===== src/rtl/gpu_vram_fill_controller_if.sv =====
// Bundles the register-block side (CPU writes and fill command) and the VRAM write side of the fill controller.
interface gpu_vram_fill_controller_if #(
  parameter int ADDR_W = 15,
  parameter int DATA_W = 8
);
  logic [ADDR_W-1:0] cpu_vram_addr;
  logic [DATA_W-1:0] cpu_vram_data;
  logic              cpu_vram_we;
  logic              fill_start;
  logic              fill_abort;
  logic [ADDR_W-1:0] fill_base_addr;
  logic [7:0]        fill_width;
  logic [7:0]        fill_height;
  logic [7:0]        fill_stride;
  logic [DATA_W-1:0] fill_value;
  logic [ADDR_W-1:0] vram_addr;
  logic [DATA_W-1:0] vram_data;
  logic              vram_we;
  logic              fill_busy;
  logic              fill_done;

  modport master (
    output cpu_vram_addr, cpu_vram_data, cpu_vram_we,
    output fill_start, fill_abort, fill_base_addr, fill_width, fill_height, fill_stride, fill_value,
    input  vram_addr, vram_data, vram_we, fill_busy, fill_done
  );

  modport slave (
    input  cpu_vram_addr, cpu_vram_data, cpu_vram_we,
    input  fill_start, fill_abort, fill_base_addr, fill_width, fill_height, fill_stride, fill_value,
    output vram_addr, vram_data, vram_we, fill_busy, fill_done
  );
endinterface


===== src/rtl/gpu_vram_fill_controller.sv =====
// Shares the VRAM write port between CPU writes and a rectangle-fill engine; 1-cycle registered write path.
// CPU writes always win; the fill engine simply holds its counters in any cycle the CPU writes.
module gpu_vram_fill_controller #(
  parameter int ADDR_W = 15,
  parameter int DATA_W = 8
) (
  input  logic                        clk_cpu,
  input  logic                        rst_n,
  gpu_vram_fill_controller_if.slave   bus
);

  typedef enum logic [1:0] {S_IDLE, S_FILL, S_DONE} state_t;

  state_t            state_q, state_d;
  logic [ADDR_W-1:0] vram_addr_q, vram_addr_d;
  logic [DATA_W-1:0] vram_data_q, vram_data_d;
  logic              vram_we_q, vram_we_d;
  logic              busy_q, busy_d;
  logic              done_q, done_d;
  logic [7:0]        width_q, width_d;
  logic [7:0]        height_q, height_d;
  logic [7:0]        stride_q, stride_d;
  logic [DATA_W-1:0] value_q, value_d;
  logic [7:0]        col_q, col_d;
  logic [7:0]        row_q, row_d;
  logic [ADDR_W-1:0] cur_addr_q, cur_addr_d;
  logic [ADDR_W-1:0] row_addr_q, row_addr_d;

  logic              col_last;
  logic              row_last;
  logic [ADDR_W-1:0] stride_ext;

  assign col_last   = (col_q == width_q - 8'd1);
  assign row_last   = (row_q == height_q - 8'd1);
  assign stride_ext = {{(ADDR_W-8){1'b0}}, stride_q};

  always_ff @(posedge clk_cpu or negedge rst_n) begin
    if (!rst_n) begin
      state_q <= S_IDLE;
    end else begin
      state_q <= state_d;
    end
  end

  always_comb begin
    state_d = state_q;
    case (state_q)
      S_IDLE: begin
        if (bus.fill_start) begin
          state_d = (bus.fill_width != 8'd0 && bus.fill_height != 8'd0) ? S_FILL : S_DONE;
        end
      end
      S_FILL: begin
        if (bus.fill_abort) begin
          state_d = S_IDLE;
        end else if (!bus.cpu_vram_we && col_last && row_last) begin
          state_d = S_DONE;
        end
      end
      S_DONE:  state_d = S_IDLE;
      default: state_d = S_IDLE;
    endcase
  end

  always_comb begin
    vram_addr_d = vram_addr_q;
    vram_data_d = vram_data_q;
    vram_we_d   = 1'b0;
    busy_d      = busy_q;
    done_d      = 1'b0;
    width_d     = width_q;
    height_d    = height_q;
    stride_d    = stride_q;
    value_d     = value_q;
    col_d       = col_q;
    row_d       = row_q;
    cur_addr_d  = cur_addr_q;
    row_addr_d  = row_addr_q;

    if (bus.cpu_vram_we) begin
      vram_addr_d = bus.cpu_vram_addr;
      vram_data_d = bus.cpu_vram_data;
      vram_we_d   = 1'b1;
    end

    case (state_q)
      S_IDLE: begin
        if (bus.fill_start) begin
          width_d    = bus.fill_width;
          height_d   = bus.fill_height;
          stride_d   = bus.fill_stride;
          value_d    = bus.fill_value;
          col_d      = 8'd0;
          row_d      = 8'd0;
          cur_addr_d = bus.fill_base_addr;
          row_addr_d = bus.fill_base_addr;
          busy_d     = 1'b1;
        end
      end
      S_FILL: begin
        if (bus.fill_abort) begin
          busy_d = 1'b0;
        end else if (!bus.cpu_vram_we) begin
          vram_addr_d = cur_addr_q;
          vram_data_d = value_q;
          vram_we_d   = 1'b1;
          // Row wrap jumps from the saved row start so stride is exact regardless of width.
          if (col_last) begin
            col_d      = 8'd0;
            row_d      = row_q + 8'd1;
            row_addr_d = row_addr_q + stride_ext;
            cur_addr_d = row_addr_q + stride_ext;
          end else begin
            col_d      = col_q + 8'd1;
            cur_addr_d = cur_addr_q + {{(ADDR_W-1){1'b0}}, 1'b1};
          end
        end
      end
      S_DONE: begin
        busy_d = 1'b0;
        done_d = !bus.fill_abort;
      end
      default: ;
    endcase
  end

  always_ff @(posedge clk_cpu or negedge rst_n) begin
    if (!rst_n) begin
      vram_addr_q <= '0;
      vram_data_q <= '0;
      vram_we_q   <= 1'b0;
      busy_q      <= 1'b0;
      done_q      <= 1'b0;
      width_q     <= 8'd0;
      height_q    <= 8'd0;
      stride_q    <= 8'd0;
      value_q     <= '0;
      col_q       <= 8'd0;
      row_q       <= 8'd0;
      cur_addr_q  <= '0;
      row_addr_q  <= '0;
    end else begin
      vram_addr_q <= vram_addr_d;
      vram_data_q <= vram_data_d;
      vram_we_q   <= vram_we_d;
      busy_q      <= busy_d;
      done_q      <= done_d;
      width_q     <= width_d;
      height_q    <= height_d;
      stride_q    <= stride_d;
      value_q     <= value_d;
      col_q       <= col_d;
      row_q       <= row_d;
      cur_addr_q  <= cur_addr_d;
      row_addr_q  <= row_addr_d;
    end
  end

  assign bus.vram_addr = vram_addr_q;
  assign bus.vram_data = vram_data_q;
  assign bus.vram_we   = vram_we_q;
  assign bus.fill_busy = busy_q;
  assign bus.fill_done = done_q;

endmodule


===== src/flat_wrapper.sv =====
// flat-port wrapper written by rule: the top's interface ports become plain ports
module gpu_vram_fill_controller_flat 
#(
  parameter int ADDR_W = 15,
  parameter int DATA_W = 8
)
  (clk_cpu, rst_n, bus_cpu_vram_addr, bus_cpu_vram_data, bus_cpu_vram_we, bus_fill_start, bus_fill_abort, bus_fill_base_addr, bus_fill_width, bus_fill_height, bus_fill_stride, bus_fill_value, bus_vram_addr, bus_vram_data, bus_vram_we, bus_fill_busy, bus_fill_done);
  gpu_vram_fill_controller_if #(.ADDR_W(ADDR_W), .DATA_W(DATA_W)) bus_i ();
  input  logic clk_cpu;
  input  logic rst_n;
  input wire logic [$bits(bus_i.cpu_vram_addr)-1:0] bus_cpu_vram_addr;
  input wire logic [$bits(bus_i.cpu_vram_data)-1:0] bus_cpu_vram_data;
  input wire logic [$bits(bus_i.cpu_vram_we)-1:0] bus_cpu_vram_we;
  input wire logic [$bits(bus_i.fill_start)-1:0] bus_fill_start;
  input wire logic [$bits(bus_i.fill_abort)-1:0] bus_fill_abort;
  input wire logic [$bits(bus_i.fill_base_addr)-1:0] bus_fill_base_addr;
  input wire logic [$bits(bus_i.fill_width)-1:0] bus_fill_width;
  input wire logic [$bits(bus_i.fill_height)-1:0] bus_fill_height;
  input wire logic [$bits(bus_i.fill_stride)-1:0] bus_fill_stride;
  input wire logic [$bits(bus_i.fill_value)-1:0] bus_fill_value;
  output wire logic [$bits(bus_i.vram_addr)-1:0] bus_vram_addr;
  output wire logic [$bits(bus_i.vram_data)-1:0] bus_vram_data;
  output wire logic [$bits(bus_i.vram_we)-1:0] bus_vram_we;
  output wire logic [$bits(bus_i.fill_busy)-1:0] bus_fill_busy;
  output wire logic [$bits(bus_i.fill_done)-1:0] bus_fill_done;
  assign bus_i.cpu_vram_addr = bus_cpu_vram_addr;
  assign bus_i.cpu_vram_data = bus_cpu_vram_data;
  assign bus_i.cpu_vram_we = bus_cpu_vram_we;
  assign bus_i.fill_start = bus_fill_start;
  assign bus_i.fill_abort = bus_fill_abort;
  assign bus_i.fill_base_addr = bus_fill_base_addr;
  assign bus_i.fill_width = bus_fill_width;
  assign bus_i.fill_height = bus_fill_height;
  assign bus_i.fill_stride = bus_fill_stride;
  assign bus_i.fill_value = bus_fill_value;
  assign bus_vram_addr = bus_i.vram_addr;
  assign bus_vram_data = bus_i.vram_data;
  assign bus_vram_we = bus_i.vram_we;
  assign bus_fill_busy = bus_i.fill_busy;
  assign bus_fill_done = bus_i.fill_done;
  gpu_vram_fill_controller #(.ADDR_W(ADDR_W), .DATA_W(DATA_W)) u_core (.clk_cpu(clk_cpu), .rst_n(rst_n), .bus(bus_i));
endmodule

===== config.mk =====
export PLATFORM = sky130hd
export DESIGN_NAME = gpu_vram_fill_controller_flat
export DESIGN_NICKNAME = d
export VERILOG_FILES = /design/src/rtl/gpu_vram_fill_controller_if.sv /design/src/rtl/gpu_vram_fill_controller.sv /design/src/flat_wrapper.sv
export SDC_FILE = /design/constraint.sdc
export NUM_CORES = 1
export LEC_CHECK = 0
export ABC_CLOCK_PERIOD_IN_PS = 2900
export CORE_MARGIN = 4
export CORE_UTILIZATION = 54
export CTS_BUF_LIST = sky130_fd_sc_hd__clkbuf_16
export CTS_CLUSTER_SIZE = 10
export DETAILED_ROUTE_END_ITERATION = 8
export PLACE_DENSITY = 0.84
export SLEW_MARGIN = 20
export SYNTH_ARGS = -nofsm -noshare
export SYNTH_HDL_FRONTEND = slang
export SYNTH_SLANG_ARGS = --single-unit

===== constraint.sdc =====
create_clock -name clk_cpu -period 2.9 [get_ports clk_cpu]
set_input_delay 0.29 -clock clk_cpu [delete_from_list [all_inputs] [get_ports clk_cpu]]
set_output_delay 0.29 -clock clk_cpu [all_outputs]
set_load 0.05 [all_outputs]

======== Yosys cells after proc, flatten, opt, wreduce, memory -nomap -nowiden ========
Cells that the tools add are included.
word-level totals
  register bits after elaboration ......... 106
  output and inout bits ................... 26
  bits of input ports ..................... 75
operators by class
  equal/unequal tests ..................... 10
  reductions and logical operators ........ 15
  mux-type cells .......................... 39
  $add $sub $neg .......................... 6
operator list
  kind                                                   number
  two-way mux 15 bit                                     11
  two-way mux 8 bit                                      11
  one-hot mux 15 bit (2 select lines)                    2
  one-hot mux 8 bit (2 select lines)                     2
  adder 8 x 1 -> 8 bit, second input constant            2
  equality test 8 bit                                    2
  nonzero test 8 bit                                     2
  subtractor 8 x 1 -> 8 bit, second input constant       2
  adder 15 x 1 -> 15 bit, second input constant          1
  adder 15 x 8 -> 15 bit                                 1
  two-way mux 2 bit                                      4
  inequality test 2 bit, second input constant           4
  two-way mux 1 bit                                      7
  AND reduction 5 bit                                    1
  one-hot mux 2 bit (2 select lines)                     1
  AND reduction 2 bit                                    2
  AND reduction 4 bit                                    1
  logical AND 1 bit                                      3
  inequality test 3 x 2 -> 1 bit, second input constant  1
  one-hot mux 1 bit (3 select lines)                     1
  AND reduction 3 bit                                    1
  nonzero test 3 bit                                     1
  equality test 2 x 1 -> 1 bit, second input constant    1
  equality test 2 bit, second input constant             1
  4 further kinds                                        5

======== Logic depth before layout (Yosys ltp) ========
  word-level depth ........................ 7
  gate-level depth with buffers ........... 11
  depth with buffers taken out ............ 10

======== Worst setup path after synthesis ========
OpenSTA, ideal clock, no wires.
  path kind ............................... register to register
  from .................................... reg u_core.width_q[0]
  to ...................................... reg u_core.cur_addr_q[7]
  path buffers ............................ 2
  library setup time ...................... 0.126 ns
  data required time ...................... 2.774 ns
  slack ................................... 0.322 ns
  arrival ................................. 2.452 ns
  cell stages (with the launch flop) ...... 10
  path through ............................ dfrtp_1 or4_4 o221a_1 a211o_1 a41oi_2 or2_1 buf_4 buf_6 nor2_1 o32a_1
between the ends
  longest elaborated chain between the ends .. 6
RTL lines
  element                              RTL line                         RTL
  start, declared                      gpu_vram_fill_controller.sv:20   logic [7:0] width_q, width_d;
  start signal, assigned               gpu_vram_fill_controller.sv:148  width_q <= width_d;
  subtractor 8 x 1 -> 8 bit            gpu_vram_fill_controller.sv:33   assign col_last = (col_q == width_q - 8'd1);
  equality test 8 bit                  gpu_vram_fill_controller.sv:33
  two-way mux 15 bit                   gpu_vram_fill_controller.sv:108  if (col_last) begin
  two-way mux 15 bit                   gpu_vram_fill_controller.sv:103  end else if (!bus.cpu_vram_we) begin
  two-way mux 15 bit                   gpu_vram_fill_controller.sv:101  if (bus.fill_abort) begin
  one-hot mux 15 bit (2 select lines)  gpu_vram_fill_controller.sv:86   case (state_q)
  end signal, assigned                 gpu_vram_fill_controller.sv:154  cur_addr_q <= cur_addr_d;
  end, declared                        gpu_vram_fill_controller.sv:26   logic [ADDR_W-1:0] cur_addr_q, cur_addr_d;
Every way passes these cells. The select of a mux whose other input is x is not followed.
A chain may end at the register's enable or synchronous reset.

======== Final worst setup path ========
  from .................................... reg u_core.width_q[0]
  to ...................................... reg u_core.cur_addr_q[14]
Same word-level chain as after synthesis.

==> out/results.md <==
Final layout
- **Filler Cells Inserted** 833
- **post-layout instance count excluding filler cells** 881
- **Layout area overhead** 24.5%
- **area of all placed cells without fillers** 0.00768 sq mm
- **post-route core utilization** 69.6%
- **ant diodes** 0
- **share of layout cells above drive strength 1** 10.8%
- **final layout net count** 829

Timing
- **crit share post-route** 96.1%
- **Max Transition Viols Final** 0
- **post-layout worst setup margin** 112 ps
- **maximum clock rate** 0.359 GHz
- **tightest slew margin relative to the limit** 55.3%
- **final worst clock skew** 8.10 ps
- **clock period minus final worst setup slack** 2790 ps
- **RSZ-0062 raised after global routing** false
- **final setup vio count** 0
- **Worst Max-Slew Pin Slew** 664 ps
- **final setup TNS** 0 ps
- **Final Hold Fails** 0

Flow run
- **count of maximum capacitance violations** 0

Clock tree
- **clock latency on the worst-skew pair** 350 ps
- **htree depth** 3
- **TritonCTS buffer count** 9
- **clock tree from TritonCTS** yes
- **Clock Sinks** 106
- **Reg clk slew, reported paths** 70 ps
- **master cell of the clock root buffer** sky130_fd_sc_hd__clkbuf_16
- **buffer depth of the longest clock path** 2
- **setup bufs post-CTS** 0

Global routing
- **antenna violations before repair** 0
- **overflow left after global routing** 0
- **GRT Total Usage** 25.7%
- **global-route wire length before repair** 27.4 mm
- **met2 Use GR** 43.8%
- **largest net degree at the start of global routing** 48
- **GRT met1 Usage** 32.7%
- **GR Util met3** 4.89%
- **via count of the first global-routing pass** 5596
- **Top Usage Layer GRT** met2

Critical path
- **depth of the critical timing path with buffers and inverters included** 8
- **setup slack of the most critical reg-to-reg path** 110 ps
- **kind of end point of the critical path** flip-flop
- **Max Fanout on Critical Path** 22
- **crit path DAT** 3020 ps
- **longest individual stage delay on the worst path** 570 ps
- **standard cell with the maximum stage delay on the critical path** sky130_fd_sc_hd__or4_4
- **WP buf/inv** 1
- **CP endpoint** u_core.cur_addr_q[14]$_DFFE_PN0P_
- **chain of cells forming the critical path** or4_4 > o221a_1 > a211o_1 > a41oi_2 > or2_1 > buf_4 > a21oi_1 > a221o_1
- **crit path launch type** flip-flop
- **cell type group with the largest total delay on the critical path** compound AO/OA/AOI/OAI gates
- **startpoint of the worst register-to-register path** u_core.width_q[0]$_DFFE_PN0P_
- **Worst setup startpoint** u_core.width_q[0]$_DFFE_PN0P_
- **worst endpoint required time** 3140 ps
- **end of the worst register-to-register path** u_core.cur_addr_q[14]$_DFFE_PN0P_
- **type of the worst setup path** reg -> reg
- **worst reg2reg path depth** 8

Yosys
- **Post-Syn Instances** 639
- **Yosys cell types** 67
- **top_reg_cell synth** sky130_fd_sc_hd__dfrtp_1
- **netlist area before placement** 0.00617 sq mm
- **FFs w/ async S/R, synth** 100%
- **most frequently used cell type in the post-synthesis netlist** sky130_fd_sc_hd__dfrtp_1
- **portion of the post-synthesis area used by sequential elements** 43.0%
- **Synth Net Count** 732
- **number of enable-type register cells in the synthesized netlist** 0
- **Post-Synthesis Mean Instance Area** 9.65 sq um
- **Yosys warnings** 0
- **post-synth top area share** 43.0%
- **top area cells in the synthesized netlist** sky130_fd_sc_hd__dfrtp_1, sky130_fd_sc_hd__mux2_2, sky130_fd_sc_hd__mux2i_1, sky130_fd_sc_hd__xnor2_1, sky130_fd_sc_hd__ha_1
- **Synth Register Bits** 106
- **cell type with the largest total area after synthesis** sky130_fd_sc_hd__dfrtp_1
- **Synth top cells by count** sky130_fd_sc_hd__dfrtp_1, sky130_fd_sc_hd__nand2_1, sky130_fd_sc_hd__nor2_1, sky130_fd_sc_hd__o21ai_0, sky130_fd_sc_hd__mux2_2

Pwr
- **VDD IR-drop max** 0.000681 V
- **PD cells** 1050 mW/mm^2
- **LEAKAGE** 0.00320 uW

Routing
- **via total after detailed routing** 5493
- **DRC violation total after the first TritonRoute iteration** 463
- **Detailed Routing Iterations Pass 1** 5
- **average vias per placed instance** 6.23
- **wire length reported by the detailed router** 16.6 mm
- **ANT nets after route** 0
- **DRC** 0
- **routed wirelength normalized by instance count** 18.8 um

Floorplan
- **area of the die** 0.0132 sq mm
- **Die H** 115 um
- **Placement Rows** 38
- **count of boundary I/O pins** 101
- **Die W** 115 um
- **initial cell density of the core** 55.9%
- **floorplan core area** 0.0110 sq mm

Placed design
- **Final GP Congestion** 0.875
- **worst slack at placement** 145 ps
- **placed instance area** 0.00738 sq mm
- **cell count after placement** 864
- **count of buffers inserted at the top-level ports** 100
- **DPL Wire Length** 11.9 mm

Run status
- **status** finished clean

Worst hold path
- **worst hold path class** in -> async

-- flip-flops by register name, indices dropped and copies added (netlist names) --
name / flops
u_core.bus.vram_addr: 15
u_core.stride_q: 8
u_core.bus.fill_busy: 1
u_core.row_q: 8
u_core.state_q: 2
u_core.bus.vram_data: 8
u_core.cur_addr_q: 15
u_core.row_addr_q: 15
u_core.bus.vram_we: 1
u_core.width_q: 8
u_core.value_q: 8
u_core.bus.fill_done: 1
u_core.height_q: 8
u_core.col_q: 8
-- placed cells by master (no fill, tap or decap), drive strengths merged, types with 17 or more instances in the layout --
cell type and n:
mux2i 31, xor2 17, mux2 33, a21oi 29
nor2 43, nand2 54, dfrtp 106, ha 17
clkdlybuf4s50 99, inv 22, o21ai 43, buf 24
nand3 17, xnor2 26, nor3 18
-- layer usage --
metal  routed length (um)  vias up
li1                     -     2522
met5                    0        -
met4                  446        0
met3                 1050       47
met1                 6800     2675
met2                 8290      249
-- metrics by stage --
stage | power (uW) | hold slack [ps]
after floorplan | 5480 | -5.59
after global placement | 6560 | 330
after detailed placement | 6760 | 336
after CTS | 8020 | 494
after global routing | 8590 | 514
final | 8060 | 483
-- power breakdown --
| group | switching (uW) | internal [uW] | total (uW) |
|---|---|---|---|
| Combinational | 2360 | 1840 | 4200 |
| Sequential | 612 | 2040 | 2650 |
| Clock | 550 | 660 | 1210 |
| Total | 3520 | 4540 | 8060 |
-- repair_timing --
action,in CTS,in global routing
gates resized for setup,0,1
hold buffers,1,0
hold endpoints to repair,43,0
endpoints found under the setup margin,0,6
-- worst min-delay path by stage --
stage                     slack [ps]  cells past startpoint                  start                            endpoint
after global routing             510                      3  bus_cpu_vram_addr[14]  u_core.bus.vram_addr[14]$_DFF_PN0_
after CTS                        490                      3   bus_cpu_vram_addr[6]   u_core.bus.vram_addr[6]$_DFF_PN0_
after global placement           330                      1                  rst_n        u_core.bus.vram_we$_DFF_PN0_
after detailed placement         340                      1                  rst_n        u_core.bus.vram_we$_DFF_PN0_
final                            480                      2                  rst_n       u_core.value_q[7]$_DFFE_PN0P_
after floorplan                   -6                      0                  rst_n    u_core.bus.fill_busy$_DFFE_PN0P_
-- logic make-up after synthesis --
logic type / synth area share, %
AND/OR/NAND/NOR: 15.3
AO/OA/AOI/OAI: 16.9
flip-flops: 43.0
multiplexers: 11.1
buffers and inverters: 3.85
XOR/XNOR: 6.11
adder cells (fa/ha/maj): 3.77
-- final cells by class --
| cell class | count | area [sq um] | area share [%] |
|---|---|---|---|
| Clock buffer | 9 | 225 | 2.93 |
| Multi-Input combinational cell | 474 | 3290 | 42.9 |
| Timing Repair Buffer | 124 | 1190 | 15.5 |
| Clock inverter | 7 | 61.3 | 0.798 |
| Sequential cell | 106 | 2650 | 34.5 |
| Tap cell | 140 | 175 | 2.28 |
| Inverter | 21 | 78.8 | 1.03 |
Power figures use the tool's default switching activity.
